<file path="config.mk">
export PLATFORM = sky130hd
export DESIGN_NAME = parking_entry_arbiter
export DESIGN_NICKNAME = d
export VERILOG_FILES = /design/src/rtl/parking_pkg.sv /design/src/rtl/parking_occupancy_counter.sv /design/src/rtl/parking_entry_arbiter.sv
export SDC_FILE = /design/constraint.sdc
export NUM_CORES = 1
export LEC_CHECK = 0
export CORE_MARGIN = 4
export CORE_UTILIZATION = 29
export CTS_CLUSTER_SIZE = 25
export DETAILED_ROUTE_END_ITERATION = 12
export PLACE_DENSITY_LB_ADDON = 0.2
export REMOVE_ABC_BUFFERS = 1
export SYNTH_ARGS = -nofsm -noshare
export SYNTH_HDL_FRONTEND = slang
export SYNTH_HIERARCHICAL = 1
export SYNTH_SLANG_ARGS = --single-unit
</file>
<file path="constraint.sdc">
create_clock -name clk -period 2.2 [get_ports clk]
set_input_delay 0.33 -clock clk [delete_from_list [all_inputs] [get_ports clk]]
set_output_delay 0.33 -clock clk [all_outputs]
set_load 0.03 [all_outputs]
</file>
<file path="src/rtl/parking_pkg.sv">
`default_nettype none
// ============================================================================
// Module  : parking_pkg
// Brief   : Shared types and constants for the parking entry arbiter.
// Revision: 1.0 - initial release
// ============================================================================
package parking_pkg;

    localparam int CODE_W = 16;

    typedef enum logic [1:0] {
        IDLE    = 2'd0,
        SERVE   = 2'd1,
        BLOCKED = 2'd2
    } arb_state_t;

    typedef enum logic {
        LANE_A = 1'b0,
        LANE_B = 1'b1
    } lane_t;

endpackage
`default_nettype wire

</file>
<file path="src/rtl/parking_occupancy_counter.sv">
`default_nettype none
// ============================================================================
// Module  : parking_occupancy_counter
// Brief   : Saturating up/down lot occupancy counter with full flag.
// Revision: 1.0 - initial release
// ============================================================================
module parking_occupancy_counter #(
    parameter int CAPACITY = 8,
    parameter int CNT_W    = 4
) (
    input  logic             clk,
    input  logic             rst,
    input  logic             inc,
    input  logic             dec,
    output logic [CNT_W-1:0] count,
    output logic             full
);

    localparam logic [CNT_W-1:0] C_CAP = CNT_W'(CAPACITY);

    logic [CNT_W-1:0] r_count;

    // Simultaneous entry and exit cancel out, even at either limit.
    always_ff @(posedge clk or posedge rst) begin
        if (rst) begin
            r_count <= '0;
        end else if (inc && !dec && (r_count < C_CAP)) begin
            r_count <= r_count + 1'b1;
        end else if (dec && !inc && (r_count != '0)) begin
            r_count <= r_count - 1'b1;
        end
    end

    assign count = r_count;
    assign full  = (r_count == C_CAP);

endmodule
`default_nettype wire

</file>
<file path="src/rtl/parking_entry_arbiter.sv">
`default_nettype none
// ============================================================================
// Module  : parking_entry_arbiter
// Brief   : Two-lane entry arbiter in front of a single gate controller,
//           with occupancy tracking. Optional session timeout is enabled
//           by defining PARKING_ARB_TIMEOUT_EN.
// Revision: 1.0 - initial release
// ============================================================================
module parking_entry_arbiter
    import parking_pkg::*;
#(
    parameter int CAPACITY       = 8,
    parameter int CNT_W          = 4,
    parameter int TIMEOUT_CYCLES = 64
) (
    input  logic              clk,
    input  logic              rst,
    input  logic              arrival_a,
    input  logic              arrival_b,
    input  logic [CODE_W-1:0] code_a,
    input  logic [CODE_W-1:0] code_b,
    input  logic              exit_pulse,
    input  logic              gate_close,
    input  logic              gate_blocked,
    output logic              vehicle_arrival,
    output logic [CODE_W-1:0] code,
    output logic              grant_a,
    output logic              grant_b,
    output logic              lane_blocked,
`ifdef PARKING_ARB_TIMEOUT_EN
    output logic              timeout,
`endif
    output logic [CNT_W-1:0]  occupancy,
    output logic              lot_full
);

    localparam logic [1:0] C_ST_IDLE    = IDLE;
    localparam logic [1:0] C_ST_SERVE   = SERVE;
    localparam logic [1:0] C_ST_BLOCKED = BLOCKED;

    logic [1:0] r_state;
    logic       r_grant_a;
    logic       r_grant_b;
    lane_t      r_prio;
    logic       w_gr_arrival;
    logic       w_inc;
    logic       w_full;

`ifdef PARKING_ARB_TIMEOUT_EN
    localparam int C_TMO_W = $clog2(TIMEOUT_CYCLES + 1);
    logic [C_TMO_W-1:0] r_tmo_cnt;
    logic               r_timeout;
    assign timeout = r_timeout;
`endif

    assign w_gr_arrival = r_grant_a ? arrival_a : arrival_b;
    assign w_inc        = (r_state == C_ST_SERVE) && gate_close;

    // Grants are zero in IDLE, so the mux naturally outputs zero there.
    assign vehicle_arrival = (r_grant_a & arrival_a) | (r_grant_b & arrival_b);
    assign code            = r_grant_a ? code_a : (r_grant_b ? code_b : '0);

    always_ff @(posedge clk or posedge rst) begin
        if (rst) begin
            r_state   <= C_ST_IDLE;
            r_grant_a <= 1'b0;
            r_grant_b <= 1'b0;
            r_prio    <= LANE_A;
`ifdef PARKING_ARB_TIMEOUT_EN
            r_tmo_cnt <= '0;
            r_timeout <= 1'b0;
`endif
        end else begin
`ifdef PARKING_ARB_TIMEOUT_EN
            r_timeout <= 1'b0;
`endif
            case (r_state)
                C_ST_IDLE: begin
                    if (!w_full && (arrival_a || arrival_b)) begin
                        if (arrival_a && arrival_b) begin
                            r_grant_a <= (r_prio == LANE_A);
                            r_grant_b <= (r_prio == LANE_B);
                        end else begin
                            r_grant_a <= arrival_a;
                            r_grant_b <= arrival_b;
                        end
                        r_state <= C_ST_SERVE;
`ifdef PARKING_ARB_TIMEOUT_EN
                        r_tmo_cnt <= '0;
`endif
                    end
                end
                C_ST_SERVE: begin
                    if (gate_close || (!gate_blocked && !w_gr_arrival)) begin
                        r_grant_a <= 1'b0;
                        r_grant_b <= 1'b0;
                        r_prio    <= (r_prio == LANE_A) ? LANE_B : LANE_A;
                        r_state   <= C_ST_IDLE;
                    end else if (gate_blocked) begin
                        r_state <= C_ST_BLOCKED;
                    end
`ifdef PARKING_ARB_TIMEOUT_EN
                    else if (r_tmo_cnt == C_TMO_W'(TIMEOUT_CYCLES - 1)) begin
                        r_grant_a <= 1'b0;
                        r_grant_b <= 1'b0;
                        r_prio    <= (r_prio == LANE_A) ? LANE_B : LANE_A;
                        r_state   <= C_ST_IDLE;
                        r_timeout <= 1'b1;
                    end else begin
                        r_tmo_cnt <= r_tmo_cnt + 1'b1;
                    end
`endif
                end
                C_ST_BLOCKED: begin
                    // Grant stays put; only the gate clearing ends the block.
                    if (!gate_blocked) begin
                        r_state <= C_ST_SERVE;
`ifdef PARKING_ARB_TIMEOUT_EN
                        r_tmo_cnt <= '0;
`endif
                    end
                end
                default: begin
                    r_state   <= C_ST_IDLE;
                    r_grant_a <= 1'b0;
                    r_grant_b <= 1'b0;
                end
            endcase
        end
    end

    assign grant_a      = r_grant_a;
    assign grant_b      = r_grant_b;
    assign lane_blocked = (r_state == C_ST_BLOCKED);
    assign lot_full     = w_full;

    parking_occupancy_counter #(
        .CAPACITY (CAPACITY),
        .CNT_W    (CNT_W)
    ) u_occ (
        .clk   (clk),
        .rst   (rst),
        .inc   (w_inc),
        .dec   (exit_pulse),
        .count (occupancy),
        .full  (w_full)
    );

endmodule
`default_nettype wire

</file>
After elaboration in Yosys (flattened, before gate mapping):

Index checks and enable logic that the tools add are counted.

* equal/unequal tests: 7
* reduce and logical (&&, ||, !) cells: 21
* bitwise operators: 5
* magnitude comparators: 1
* muxes and demuxes: 18
* add/subtract/negate cells: 2

Operators by type and width (number)
* 2-to-1 mux 16 bit: 2
* logical AND 1 bit: 8
* 2-to-1 mux 2 bit: 4
* 2-to-1 mux 4 bit: 2
* 2-to-1 mux 1 bit: 7
* case mux 1 bit (3 select lines): 2
* case mux 2 bit (3 select lines): 1
* AND reduction 3 bit: 2
* zero test 1 bit: 5
* adder 4 x 1 -> 4 bit, second input constant: 1
* == test 4 bit, second input constant: 1
* < comparator 4 bit, second input constant: 1
* inequality test 2 bit, second input constant: 2
* nonzero test 4 bit: 1
* subtractor 4 x 1 -> 4 bit, second input constant: 1
* inequality test 3 x 2 -> 1 bit, second input constant: 1
* AND 1 bit: 2
* == test 2 x 1 -> 1 bit, second input constant: 1
* == test 2 bit, second input constant: 1
* zero test 2 bit: 1
* logical OR 1 bit: 2
* inequality test 2 x 1 -> 1 bit, second input constant: 1
* inverter 1 bit: 2
* AND reduction 2 bit: 1
* 2 further kinds: 2

* input bits: 39
* bits in registers: 9
* output and inout bits: 25
* logic and storage cells: 59

Depth between registers and ports, before layout:

Gate-level depths: netlist of run 1.

* word-level depth: 7
* depth in mapped cells: 9
* gate-level depth less buffers: 9

Cells and area by module:

The synthesis of run 1 kept the hierarchy.

Modules (own cells, without submodules)
* parking_entry_arbiter: cells each 60, instances 1, area an instance 518.0 um^2, sequential area each 125.1 um^2
* parking_occupancy_counter: cells each 27, instances 1, area an instance 287.8 um^2, sequential area each 100.1 um^2

Least setup slack after synthesis of run 1:

No wires, ideal clock.

* kind: flip-flop to flip-flop
* start: register r_state[1]
* end: register u_occ.r_count[3] (netlist: u_occ/count[3])
* slack: 0.132 ns
* buffers on the path: 0
* library setup time: 0.069 ns
* cell stages (with the launch flop): 10
* data required time: 2.131 ns
* period minus slack after synthesis: 2.068 ns
* arrival: 1.999 ns
* cell sequence: dfrtp_1 -> nor2b_2 -> and2_1 -> nor2b_1 -> nand2b_1 -> ha_1 -> a21oi_1 -> nand2_1 -> or4_1 -> nand3_1

* longest elaborated chain between the ends: 6
* elaborated cells on any way between the ends: 9
* those cells by class: eq/ne: 1; mux: 1; reduce/logical: 7

Ends and longest elaborated chain
* from (decl): line parking_entry_arbiter.sv:41 `logic [1:0] r_state;`
* from (signal assigned): line parking_entry_arbiter.sv:65 `r_state <= C_ST_IDLE;`
* from (signal assigned): line parking_entry_arbiter.sv:87 `r_state <= C_ST_SERVE;`
* from (signal assigned): line parking_entry_arbiter.sv:98 `r_state <= C_ST_IDLE;`
* == test 2 x 1 -> 1 bit *: line parking_entry_arbiter.sv:57 `assign w_inc = (r_state == C_ST_SERVE) && gate_close;`
* logical AND 1 bit *: line parking_entry_arbiter.sv:57
* net w_inc: line parking_entry_arbiter.sv:46 `logic w_inc;`
* zero test 1 bit: line parking_occupancy_counter.sv:29 `end else if (dec && !inc && (r_count != '0)) begin`
* logical AND 1 bit (2 in a row): line parking_occupancy_counter.sv:29
* nonzero test 2 bit (no source line)
* to (signal assigned): line parking_occupancy_counter.sv:28 `r_count <= r_count + 1'b1;`
* to (signal assigned): line parking_occupancy_counter.sv:30 `r_count <= r_count - 1'b1;`
* to (decl): line parking_occupancy_counter.sv:21 `logic [CNT_W-1:0] r_count;`

Mark *: on every way through the listed nets, which the timed path passes. The rest lies on a longest branch.
A chain may end at the register's enable or synchronous reset.

Worst setup path after layout of run 1:

* start: input gate_close
* end: register u_occ.r_count[3] (netlist: u_occ/count[3])

* longest elaborated chain between the ends: 5
* elaborated cells on any way between the ends: 8
* those cells by class: mux: 1; reduce/logical: 7

Ends and longest elaborated chain
* from (decl): line parking_entry_arbiter.sv:23 `input logic gate_close,`
* logical AND 1 bit *: line parking_entry_arbiter.sv:57
* net w_inc: line parking_entry_arbiter.sv:46
* zero test 1 bit: line parking_occupancy_counter.sv:29
* logical AND 1 bit (2 in a row): line parking_occupancy_counter.sv:29
* nonzero test 2 bit (no source line)

Marked as above.

==> results of run 1 <==
-- cells in the mapped netlist (2+ instances only) --
master / count
a21oi_1: 3
a22o_1: 14
and2_1: 2
buf_2: 2
dfrtp_1: 9
ha_1: 2
inv_1: 5
mux2_4: 2
nand2_1: 6
nand2b_1: 2
nand3_1: 3
nor2_1: 4
nor2b_1: 2
nor2b_2: 3
o211ai_1: 2
o21ai_0: 2
o21ai_1: 4
xor2_1: 2
-- worst reg2reg max path: cells and delay by family (launching register included) --
family          cells  cell delay (ns)
simple gates        7             1.18
fa+ha+maj           1             0.33
flops               1             0.38
compound gates      1             0.15
-- layer usage --
metal | global-route usage (%) | part of all wire (%)
met3 | 3.62 | 14
met2 | 24.7 | 46
met1 | 16.0 | 39
met5 | 0 | 0
met4 | 6.50 | 0.96
-- logic make-up (layout without fill, tap and decap cells) --
group | Yosys count | after routing | synth area share [%]
compound gates | 32 | 32 | 30.9
xor+xnor | 2 | 2 | 2.17
fa+ha+maj | 3 | 3 | 5.59
buf+inv | 8 | 80 | 4.50
flops | 9 | 9 | 28.0
mux | 2 | 2 | 3.73
simple gates | 31 | 31 | 25.2
-- flip-flops by register name, summed over array words and instances (netlist names) --
signal / flops
r_state: 2
r_prio: 1
grant_b: 1
u_occ/count: 4
grant_a: 1
-- how the worst max path moves through the flow --
| stage | startpoint | cells after the start | end |
|---|---|---|---|
| global route | r_state[1] | 9 | u_occ/count[3] |
| finish | gate_close | 9 | u_occ/count[3] |
| global placement | gate_close | 9 | u_occ/count[3] |
| CTS | r_state[1] | 9 | u_occ/count[3] |
| floorplan | r_state[1] | 9 | u_occ/count[3] |
| detailed placement | gate_close | 9 | u_occ/count[3] |
-- through the flow --
step                      std cells  worst slack (ns)  hold slack [ns]
after global placement          185           -0.0654            0.554
after floorplan                  84             0.132           0.0961
after detailed placement        185            -0.163            0.561
after CTS                       189            0.0695            0.289
after global routing            189            0.0367            0.309
final                           189            0.0937            0.285
-- area by class of cell --
type / count / area (sq um) / share of cell area, %
Clock buffer: 4 / 26.3 / 1.74
Inverter: 5 / 18.8 / 1.25
Multi-Input combinational cell: 70 / 547 / 36.3
Sequential cell: 9 / 225 / 15.0
Tap cell: 30 / 37.5 / 2.49
Timing Repair Buffer: 71 / 652 / 43.3
-- what timing repair did --
| item | CTS | global route |
|---|---|---|
| pin swaps | 0 | 0 |
| endpoints found under the setup margin | 1 | 2 |
| setup buffers | 0 | 0 |
| gates resized for setup | 1 | 1 |
-- cell usage in the layout (no fill, tap or decap), types with 2 or more instances in the layout --
cell,instances
clkdlybuf4s50_1,47
buf_4,23
a22o_1,14
dfrtp_1,9
nand2_1,6
inv_1,5
nor2_1,4
nor2b_2,4
o21ai_1,4
nand3_1,3
a21oi_1,3
clkbuf_4,3
o211ai_1,2
and2_1,2
nand2b_1,2
mux2_4,2
xor2_1,2
o21ai_0,2
ha_1,2
-- power groups by stage --
stage | clock (uW) | combinational (uW) | sequential, uW
floorplan | 0 | 775 | 481
global placement | 0 | 1430 | 376
detailed placement | 0 | 1470 | 383
CTS | 125 | 1470 | 381
global route | 138 | 1550 | 400
finish | 120 | 1450 | 378
==> key figures, run 1 <==
Clock tree
  – TritonCTS clock tree: built
  – CTS H-tree depth: 1
  – Root buffer cell: clkbuf_4
  – Clk sinks: 9
  – Worst-path clk slew: 0.06 ns
  – Hold-fix buffers, CTS: 0
  – Worst-Skew Late Latency: 0.25 ns
  – Clock Path Buffers: 2
  – CTS Buf Count: 3

Logic synthesis
  – Synth area leaders: dfrtp_1, a22o_1, mux2_4
  – Ys async rst share: 100%
  – Synth warn: 6
  – Post-synth top area cell: dfrtp_1
  – Synth top area share: 28.0%
  – Cells after synthesis: 87
  – Sequential-to-total area share from yosys stat: 28.0%
  – EDFF count, synth: 0
  – Cell variety after synth: 36
  – #FFs+latches synth: 9
  – Mapped Area: 806 sq um
  – Post-synth top flop: dfrtp_1
  – Avg Cell Area, Syn: 9.26 sq um

Critical path
  – R2r endpoint: u_occ/count[3]
  – Worst-path fanout max: 3
  – CP max stage cell: clkdlybuf4s50_1
  – Critical Path RT: 2.39 ns
  – R2r startpoint: r_state[1]
  – R2R Setup Slk: 0.10 ns
  – Startpoint Class: input port
  – CP max stage delay: 0.48 ns
  – Buffers & Inverters on Critical Path: 1
  – Worst Reg-to-Reg Cells: 9
  – Crit path capture type: flop
  – Setup CP Type: input port to flop
  – CP delay by family, top: simple AND/OR/NAND/NOR gates
  – CP arrival: 2.30 ns
  – CP Cell Sequence: clkdlybuf4s50_1 > and2_1 > nor2b_2 > nand2b_1 > ha_1 > a21oi_1 > nand2_1 > or4_1 > nand3_1

Pwr
  – Sequential share of power: 19.4%
  – Sw Share: 49.5%
  – Internal power: 986 uW
  – Pleak: 0.000656 uW
  – Logic pwr share: 74.5%
  – Peak supply drop: 0.845 mV
  – Pwr Density: 1300 nW/um^2
  – Net Switching: 965 uW
  – Clock Power Share: 6.2%
  – Power Total: 1950 uW

Global route
  – Initial antenna violation count: 0
  – GRT Total Usage: 14.1%
  – Largest net degree at the start of global routing: 15
  – First-pass GRT wire length: 3.97 mm
  – Remaining Overflow, GRT: 0
  – Vias in the first global route: 964

STA
  – Max Slew Vio Count: 0
  – Final Skew: 0.00600 ns
  – RSZ-0062 raised after global routing: false
  – # setup viols final: 0
  – Fin Setup TNS: 0 ns
  – Achievable Freq: 475 MHz
  – Final Hold Vio Count: 0
  – Minimum clock period: 2.11 ns
  – Slew HR: 63.3%
  – Period Utilization, post-route: 95.7%
  – Slew @ Worst Pin: 0.548 ns

Drt
  – Routed WL: 2.80 mm
  – Post-DR wirelength/cell: 14.8 um
  – DRT iter0 DRCs: 28
  – Drt pass-1 iters: 4
  – Antenna viol nets, final: 0
  – DRC: 0
  – Via/cell ratio: 5.15
  – Via count: 973

Cells and area
  – Share of cells above drive strength 1: 23.9%
  – # fillers: 234
  – Layout Cell Area excl Fill: 1510 sq um
  – ANT cells: 0
  – Final nets: 202
  – Area grow syn2layout: 87.0%
  – Layout Utilization: 58.7%

Hold path
  – Hold crit path type: input port to async pin

Floorplan
  – Die span in y: 60.7 um
  – Total die area: 3690 sq um
  – Initial Util: 31.4%
  – Top Ports: 64
  – Std cell rows: 18
  – Chip Width: 60.7 um
  – Core area: 2570 sq um

Placement
  – RePlAce Congestion: 0.865
  – HPWL after DPL: 2.36 mm
  – Post-DP Area: 1480 sq um
  – I/O Buffers: 63

Run
  – Maxcap violations: 0

Run status
  – Outcome: finished clean
Power figures use the tool's default switching activity.
==> run 2: changes to the inputs <==
Settings changed: GPL_TIMING_DRIVEN from default to 0.
==> run 2 against run 1 <==
- maximum frequency down 1.3%
- sequential power up 11%
- clock power about the same
- die area unchanged
- first-iteration DRC count up 96%
- via count down 1.0%
- setup slack worse by 0.027 ns
- global-route usage up 0.26 points
- sequential cell count unchanged
- worst hold slack worse by 0.0013 ns
- combinational power about the same
- utilization up 2.4 points
==> key figures, run 2 (synthesis gave the netlist of run 1 again) <==
Run status
  – Outcome: finished clean (unchanged)

Global route
  – Vias in the first global route: 919 (was 964)
  – M2 GR Usage: 23.8% (was 24.7%)
  – GRT Total Usage: 14.4% (was 14.1%)
  – Largest net degree at the start of global routing: 25 (was 15)
  – Met3 Usage GRT: 5.11% (was 3.62%)
  – GRT met1 Usage: 17.4% (was 16.0%)
  – Initial antenna violation count: 0 (unchanged)
  – First-pass GRT wire length: 4.12 mm (was 3.97 mm)
  – Most Crowded Layer GR: met2 (unchanged)
  – Remaining Overflow, GRT: 0 (unchanged)

STA
  – Period Utilization, post-route: 97.0% (was 95.7%)
  – Max Slew Vio Count: 0 (unchanged)
  – # setup viols final: 0 (unchanged)
  – Achievable Freq: 469 MHz (was 475 MHz)
  – Final Skew: 0.00451 ns (was 0.00600 ns)
  – Final Hold Vio Count: 0 (unchanged)
  – Slew @ Worst Pin: 0.310 ns (was 0.548 ns)
  – Slew HR: 79.3% (was 63.3%)
  – Minimum clock period: 2.13 ns (was 2.11 ns)
  – Fin Setup TNS: 0 ns (unchanged)

Drt
  – Via count: 963 (was 973)
  – DRT iter0 DRCs: 55 (was 28)
  – Antenna viol nets, final: 0 (unchanged)
  – Routed WL: 2.79 mm (was 2.80 mm)
  – DRC: 0 (unchanged)
  – Post-DR wirelength/cell: 14.8 um (about the same)
  – Via/cell ratio: 5.12 (was 5.15)
  – Drt pass-1 iters: 4 (unchanged)

Floorplan
  – Chip Width: 60.7 um (unchanged)
  – Die span in y: 60.7 um (unchanged)
  – Std cell rows: 18 (unchanged)
  – Top Ports: 64 (unchanged)
  – Core area: 2570 sq um (unchanged)
  – Initial Util: 31.4% (unchanged)
  – Total die area: 3690 sq um (unchanged)

Cells and area
  – Area grow syn2layout: 94.7% (was 87.0%)
  – # fillers: 233 (was 234)
  – Layout Cell Area excl Fill: 1570 sq um (was 1510 sq um)
  – Most common cell after layout, fill and taps aside: clkdlybuf4s50_1 (unchanged)
  – Non-filler cells, final: 188 (was 189)
  – Layout Utilization: 61.1% (was 58.7%)
  – ANT cells: 0 (unchanged)
  – Most frequent cells in the layout: clkdlybuf4s50_1, dlygate4sd2_1, a22o_1, dfrtp_1, nand2_1 (was clkdlybuf4s50_1, buf_4, a22o_1, dfrtp_1, nand2_1)
  – Max reg flops: 4 (unchanged)
  – Final nets: 201 (was 202)
  – Share of cells above drive strength 1: 17.7% (was 23.9%)

Critical path
  – R2r endpoint: u_occ/count[3] (unchanged)
  – Worst-path fanout max: 3 (unchanged)
  – CP Cell Sequence: clkdlybuf4s50_1 > and2_4 > nor2b_4 > nand2b_1 > ha_1 > a21oi_2 > nand2_1 > or4_4 > nand3_2 (was clkdlybuf4s50_1 > and2_1 > nor2b_2 > nand2b_1 > ha_1 > a21oi_1 > nand2_1 > or4_1 > nand3_1)
  – CP max stage delay: 0.53 ns (was 0.48 ns)
  – R2r startpoint: r_state[1] (unchanged)
  – CP delay by family, top: simple AND/OR/NAND/NOR gates (unchanged)
  – Crit path capture type: flop (unchanged)
  – CP max stage cell: clkdlybuf4s50_1 (unchanged)
  – CP arrival: 2.32 ns (was 2.30 ns)
  – Setup CP Type: input port to flop (unchanged)
  – Startpoint Class: input port (unchanged)
  – Worst Reg-to-Reg Cells: 9 (unchanged)
  – Buffers & Inverters on Critical Path: 1 (unchanged)
  – R2R Setup Slk: 0.08 ns (was 0.10 ns)
  – Critical Path RT: 2.38 ns (was 2.39 ns)

Pwr
  – Net Switching: 978 uW (was 965 uW)
  – Internal power: 1000 uW (was 986 uW)
  – Sequential share of power: 21.1% (was 19.4%)
  – Pwr Density: 1260 nW/um^2 (was 1300 nW/um^2)
  – Sw Share: 49.3% (was 49.5%)
  – Logic pwr share: 72.9% (was 74.5%)
  – Clock Power Share: 6.0% (was 6.2%)
  – Peak supply drop: 0.809 mV (was 0.845 mV)
  – Pleak: 0.000694 uW (was 0.000656 uW)

Placement
  – Post-DP Area: 1460 sq um (was 1480 sq um)
  – Placed cells: 177 (was 185)
  – RePlAce Congestion: 0.877 (was 0.865)
  – I/O Buffers: 63 (unchanged)
  – HPWL after DPL: 2.19 mm (was 2.36 mm)

Run
  – Maxcap violations: 0 (unchanged)

Clock tree
  – Worst-path clk slew: 0.06 ns (about the same)
  – Root buffer cell: clkbuf_4 (unchanged)
  – Clock Path Buffers: 2 (unchanged)
  – Clk sinks: 9 (unchanged)
  – CTS Buf Count: 3 (unchanged)
  – TritonCTS clock tree: built (unchanged)
  – CTS H-tree depth: 1 (unchanged)
  – Worst-Skew Late Latency: 0.25 ns (about the same)

Hold path
  – Hold crit path type: input port to async pin (unchanged)
run 2: per-stage QoR:
| step | worst slack (ns) | power (uW) | hold WS, ns |
|---|---|---|---|
| 6_report | 0.0663 | 1980 | 0.284 |
| 5_1_grt | -0.0194 | 2120 | 0.301 |
| 4_1_cts | 0.0111 | 1950 | 0.286 |
| 3_5_place_dp | -0.362 | 1820 | 0.542 |
| 3_3_place_gp | -0.255 | 1790 | 0.545 |
| 2_1_floorplan | 0.132 | 1260 | 0.0961 |
run 2: cell type report:
| cell class | count | area [sq um] | area share [%] |
|---|---|---|---|
| Timing Repair Buffer | 70 | 679 | 43.3 |
| Sequential cell | 9 | 230 | 14.7 |
| Tap cell | 30 | 37.5 | 2.39 |
| Inverter | 5 | 18.8 | 1.20 |
| Multi-Input combinational cell | 70 | 577 | 36.8 |
| Clock buffer | 4 | 26.3 | 1.67 |
run 2: power by group through the flow:
stage                     clock network, uW  logic [uW]  registers [uW]
final                                   119        1450             419
after floorplan                           0         775             481
after CTS                               124        1400             419
after global routing                    135        1550             440
after detailed placement                  0        1410             410
after global placement                    0        1380             409
run 2: how the worst max path moves through the flow:
stage	start	to	slack, ns	cells past startpoint
after floorplan	r_state[1]	u_occ/count[3]	0.13	9
after global placement	gate_close	u_occ/count[3]	-0.25	9
after detailed placement	gate_close	u_occ/count[3]	-0.36	9
after CTS	gate_close	u_occ/count[3]	0.01	9
after global routing	r_state[1]	u_occ/count[3]	-0.02	10
final	gate_close	u_occ/count[3]	0.07	9
run 2: timing repair:
action | in CTS | in global routing
hold buffers | 0 | 0
gates resized for setup | 22 | 6
cloned | 0 | 0
setup buffers | 4 | 3
setup endpoints to repair | 20 | 1
run 2: layer usage:
| layer | vias up | share of wire, % |
|---|---|---|
| li1 | 474 | - |
| met1 | 431 | 38 |
| met2 | 56 | 45 |
| met3 | 2 | 16 |
| met4 | 0 | 0.97 |
| met5 | - | 0 |
==> run 3: changes to the inputs <==
Settings changed: CORE_UTILIZATION 29 to 35, DONT_BUFFER_PORTS from default to 1.
==> run 3 against run 2 <==
- power down 20%
- register-to-register slack improved by 0.06 ns
- final cell count down 36%
- maximum frequency is 3.5% higher
- non-clock buffer count is 65 lower
- via count fell by 24%
- sequential share of layout area is 10 points higher
- sequential cell count is the same
- clock power about the same
- critical endpoint unchanged
==> key figures, run 3 (synthesis gave the netlist of run 1 again) <==
Run status
  – Outcome: finished clean (unchanged)

Clock tree
  – CTS H-tree depth: 1 (unchanged)
  – Root buffer cell: clkbuf_4 (unchanged)
  – CTS Buf Count: 3 (unchanged)
  – Clk sinks: 9 (unchanged)
  – Clock Path Buffers: 2 (unchanged)
  – Worst-Skew Late Latency: 0.25 ns (about the same)
  – TritonCTS clock tree: built (unchanged)
  – Worst-path clk slew: 0.06 ns (about the same)

Global route
  – GRT Total Usage: 13.0% (was 14.4%)
  – First-pass GRT wire length: 3.23 mm (was 4.12 mm)
  – Largest net degree at the start of global routing: 25 (unchanged)
  – Vias in the first global route: 685 (was 919)
  – Initial antenna violation count: 0 (unchanged)
  – Remaining Overflow, GRT: 0 (unchanged)

Drt
  – Drt pass-1 iters: 4 (unchanged)
  – Post-DR wirelength/cell: 17.9 um (was 14.8 um)
  – Via/cell ratio: 6.07 (was 5.12)
  – Antenna viol nets, final: 0 (unchanged)
  – DRT iter0 DRCs: 23 (was 55)
  – Routed WL: 2.17 mm (was 2.79 mm)
  – DRC: 0 (unchanged)
  – Via count: 735 (was 963)

Critical path
  – Worst path depth: 9 (unchanged)
  – Crit path capture type: flop (unchanged)
  – CP Cell Sequence: nor2b_4 > and2_4 > nor2b_2 > nand2b_1 > ha_4 > a21oi_1 > nand2_1 > or4_1 > nand3_1 (was clkdlybuf4s50_1 > and2_4 > nor2b_4 > nand2b_1 > ha_1 > a21oi_2 > nand2_1 > or4_4 > nand3_2)
  – Critical Path RT: 2.39 ns (was 2.38 ns)
  – Buffers & Inverters on Critical Path: 0 (was 1)
  – R2R Setup Slk: 0.14 ns (was 0.08 ns)
  – R2r startpoint: r_state[1] (unchanged)
  – Startpoint Class: flop (was input port)
  – Launch point of the worst path: r_state[1] (was gate_close)
  – CP max stage delay: 0.44 ns (was 0.53 ns)
  – Setup CP Type: flop to flop (was input port to flop)
  – Crit path to: u_occ/count[3] (unchanged)
  – Worst-path fanout max: 4 (was 3)
  – CP max stage cell: dfrtp_2 (was clkdlybuf4s50_1)
  – CP delay by family, top: simple AND/OR/NAND/NOR gates (unchanged)
  – R2r endpoint: u_occ/count[3] (unchanged)
  – Worst Reg-to-Reg Cells: 9 (unchanged)
  – CP arrival: 2.25 ns (was 2.32 ns)

STA
  – # setup viols final: 0 (unchanged)
  – Slew @ Worst Pin: 0.641 ns (was 0.310 ns)
  – Final Hold Vio Count: 0 (unchanged)
  – WHS: 0.232 ns (was 0.284 ns)
  – Slew HR: 57.1% (was 79.3%)
  – Minimum clock period: 2.06 ns (was 2.13 ns)
  – Period Utilization, post-route: 93.7% (was 97.0%)
  – Max Slew Vio Count: 0 (unchanged)
  – Final Skew: 0.00653 ns (was 0.00451 ns)
  – Achievable Freq: 485 MHz (was 469 MHz)

Cells and area
  – Layout Utilization: 41.6% (was 61.1%)
  – ANT cells: 0 (unchanged)
  – Layout Cell Area excl Fill: 921 sq um (was 1570 sq um)
  – Share of cells above drive strength 1: 25.8% (was 17.7%)
  – FF+latch area: 228 sq um (was 230 sq um)
  – Final nets: 136 (was 201)
  – # fillers: 219 (was 233)
  – Max reg flops: 4 (unchanged)
  – Most common cell after layout, fill and taps aside: a22o_1 (was clkdlybuf4s50_1)
  – Most frequent cells in the layout: a22o_1, dfrtp_1, nand2_1, inv_1 (was clkdlybuf4s50_1, dlygate4sd2_1, a22o_1, dfrtp_1, nand2_1)
  – Area occupied by multi-input gates: 572 sq um (was 577 sq um)
  – Area grow syn2layout: 14.3% (was 94.7%)

Placement
  – Post-DP Area: 823 sq um (was 1460 sq um)
  – I/O Buffers: 0 (was 63)
  – HPWL after DPL: 1.77 mm (was 2.19 mm)
  – RePlAce Congestion: 0.720 (was 0.877)

Floorplan
  – Initial Util: 36.4% (was 31.4%)
  – Std cell rows: 17 (was 18)
  – Die span in y: 56.0 um (was 60.7 um)
  – Core area: 2210 sq um (was 2570 sq um)
  – Top Ports: 64 (unchanged)
  – Chip Width: 56.0 um (was 60.7 um)
  – Total die area: 3130 sq um (was 3690 sq um)

Pwr
  – Peak supply drop: 0.671 mV (was 0.809 mV)
  – Power Total: 1580 uW (was 1980 uW)
  – Pwr Density: 1720 nW/um^2 (was 1260 nW/um^2)
  – Pleak: 0.000382 uW (was 0.000694 uW)

Run
  – Maxcap violations: 0 (unchanged)

Hold path
  – Hold crit path type: input port to flop (was input port to async pin)
## run 3: cell types whose count changed in the layout (fill, tap and decap cells not counted), sizes merged
cell	before	now
clkbuf	4	3
buf	7	4
dlygate4sd3	0	1
dlygate4sd2	16	0
clkdlybuf4s50	47	0
clkinv	0	1
## run 3: worst min-delay path by stage
stage / from / end / slack [ns] / cells after the start
4_1_cts: gate_blocked / r_state[1] / 0.22 / 2
2_1_floorplan: rst / u_occ/count[0] / 0.1 / 1
3_5_place_dp: rst / u_occ/count[3] / 0.11 / 1
5_1_grt: gate_blocked / r_state[1] / 0.24 / 2
6_report: gate_blocked / r_state[1] / 0.23 / 2
3_3_place_gp: rst / u_occ/count[0] / 0.11 / 1
## run 3: worst reg2reg max path: cells and delay by family, from the launching register on
| family | cells | cell delay (ns) |
|---|---|---|
| adders and majority gates | 1 | 0.28 |
| DFF | 1 | 0.44 |
| and+or+nand+nor | 7 | 1.16 |
| AOI/OAI and AO/OA | 1 | 0.12 |
## run 3: layout make-up
type	instances	share of cell area (%)
flip-flops and latches	9	24.7
multi-input cells	70	62.1
inverters	5	2.04
clock inverters	1	0.543
well taps	28	3.80
clock buffers	3	2.45
repair buffers	5	4.35
## run 3: where the power goes
part	switching, uW	internal (uW)	total, uW
logic	569	361	930
registers	287	243	530
clock network	55.6	66.8	122
total	912	671	1580
## run 3: stage by stage
| stage | instances | setup slack (ns) | TNS [ns] |
|---|---|---|---|
| global route | 121 | -0.00602 | -0.00602 |
| global placement | 112 | -0.0428 | -0.0428 |
| floorplan | 84 | 0.132 | 0 |
| finish | 121 | 0.139 | 0 |
| CTS | 118 | 0.0361 | 0 |
| detailed placement | 112 | -0.0881 | -0.0881 |
## run 3: metal layers
metal | part of all wire [%] | track usage [%] | vias up
li1 | - | - | 341
met1 | 37 | 14.4 | 334
met2 | 50 | 23.2 | 54
met3 | 10 | 2.32 | 6
met4 | 2.6 | 7.12 | 0
met5 | 0 | 0 | -
## run 3: repair_timing
action / CTS / global route
hold endpoints to repair: 9 / 0
gates resized for setup: 5 / 2
setup endpoints to repair: 15 / 2
hold buffers: 1 / 0
setup buffers: 1 / 3
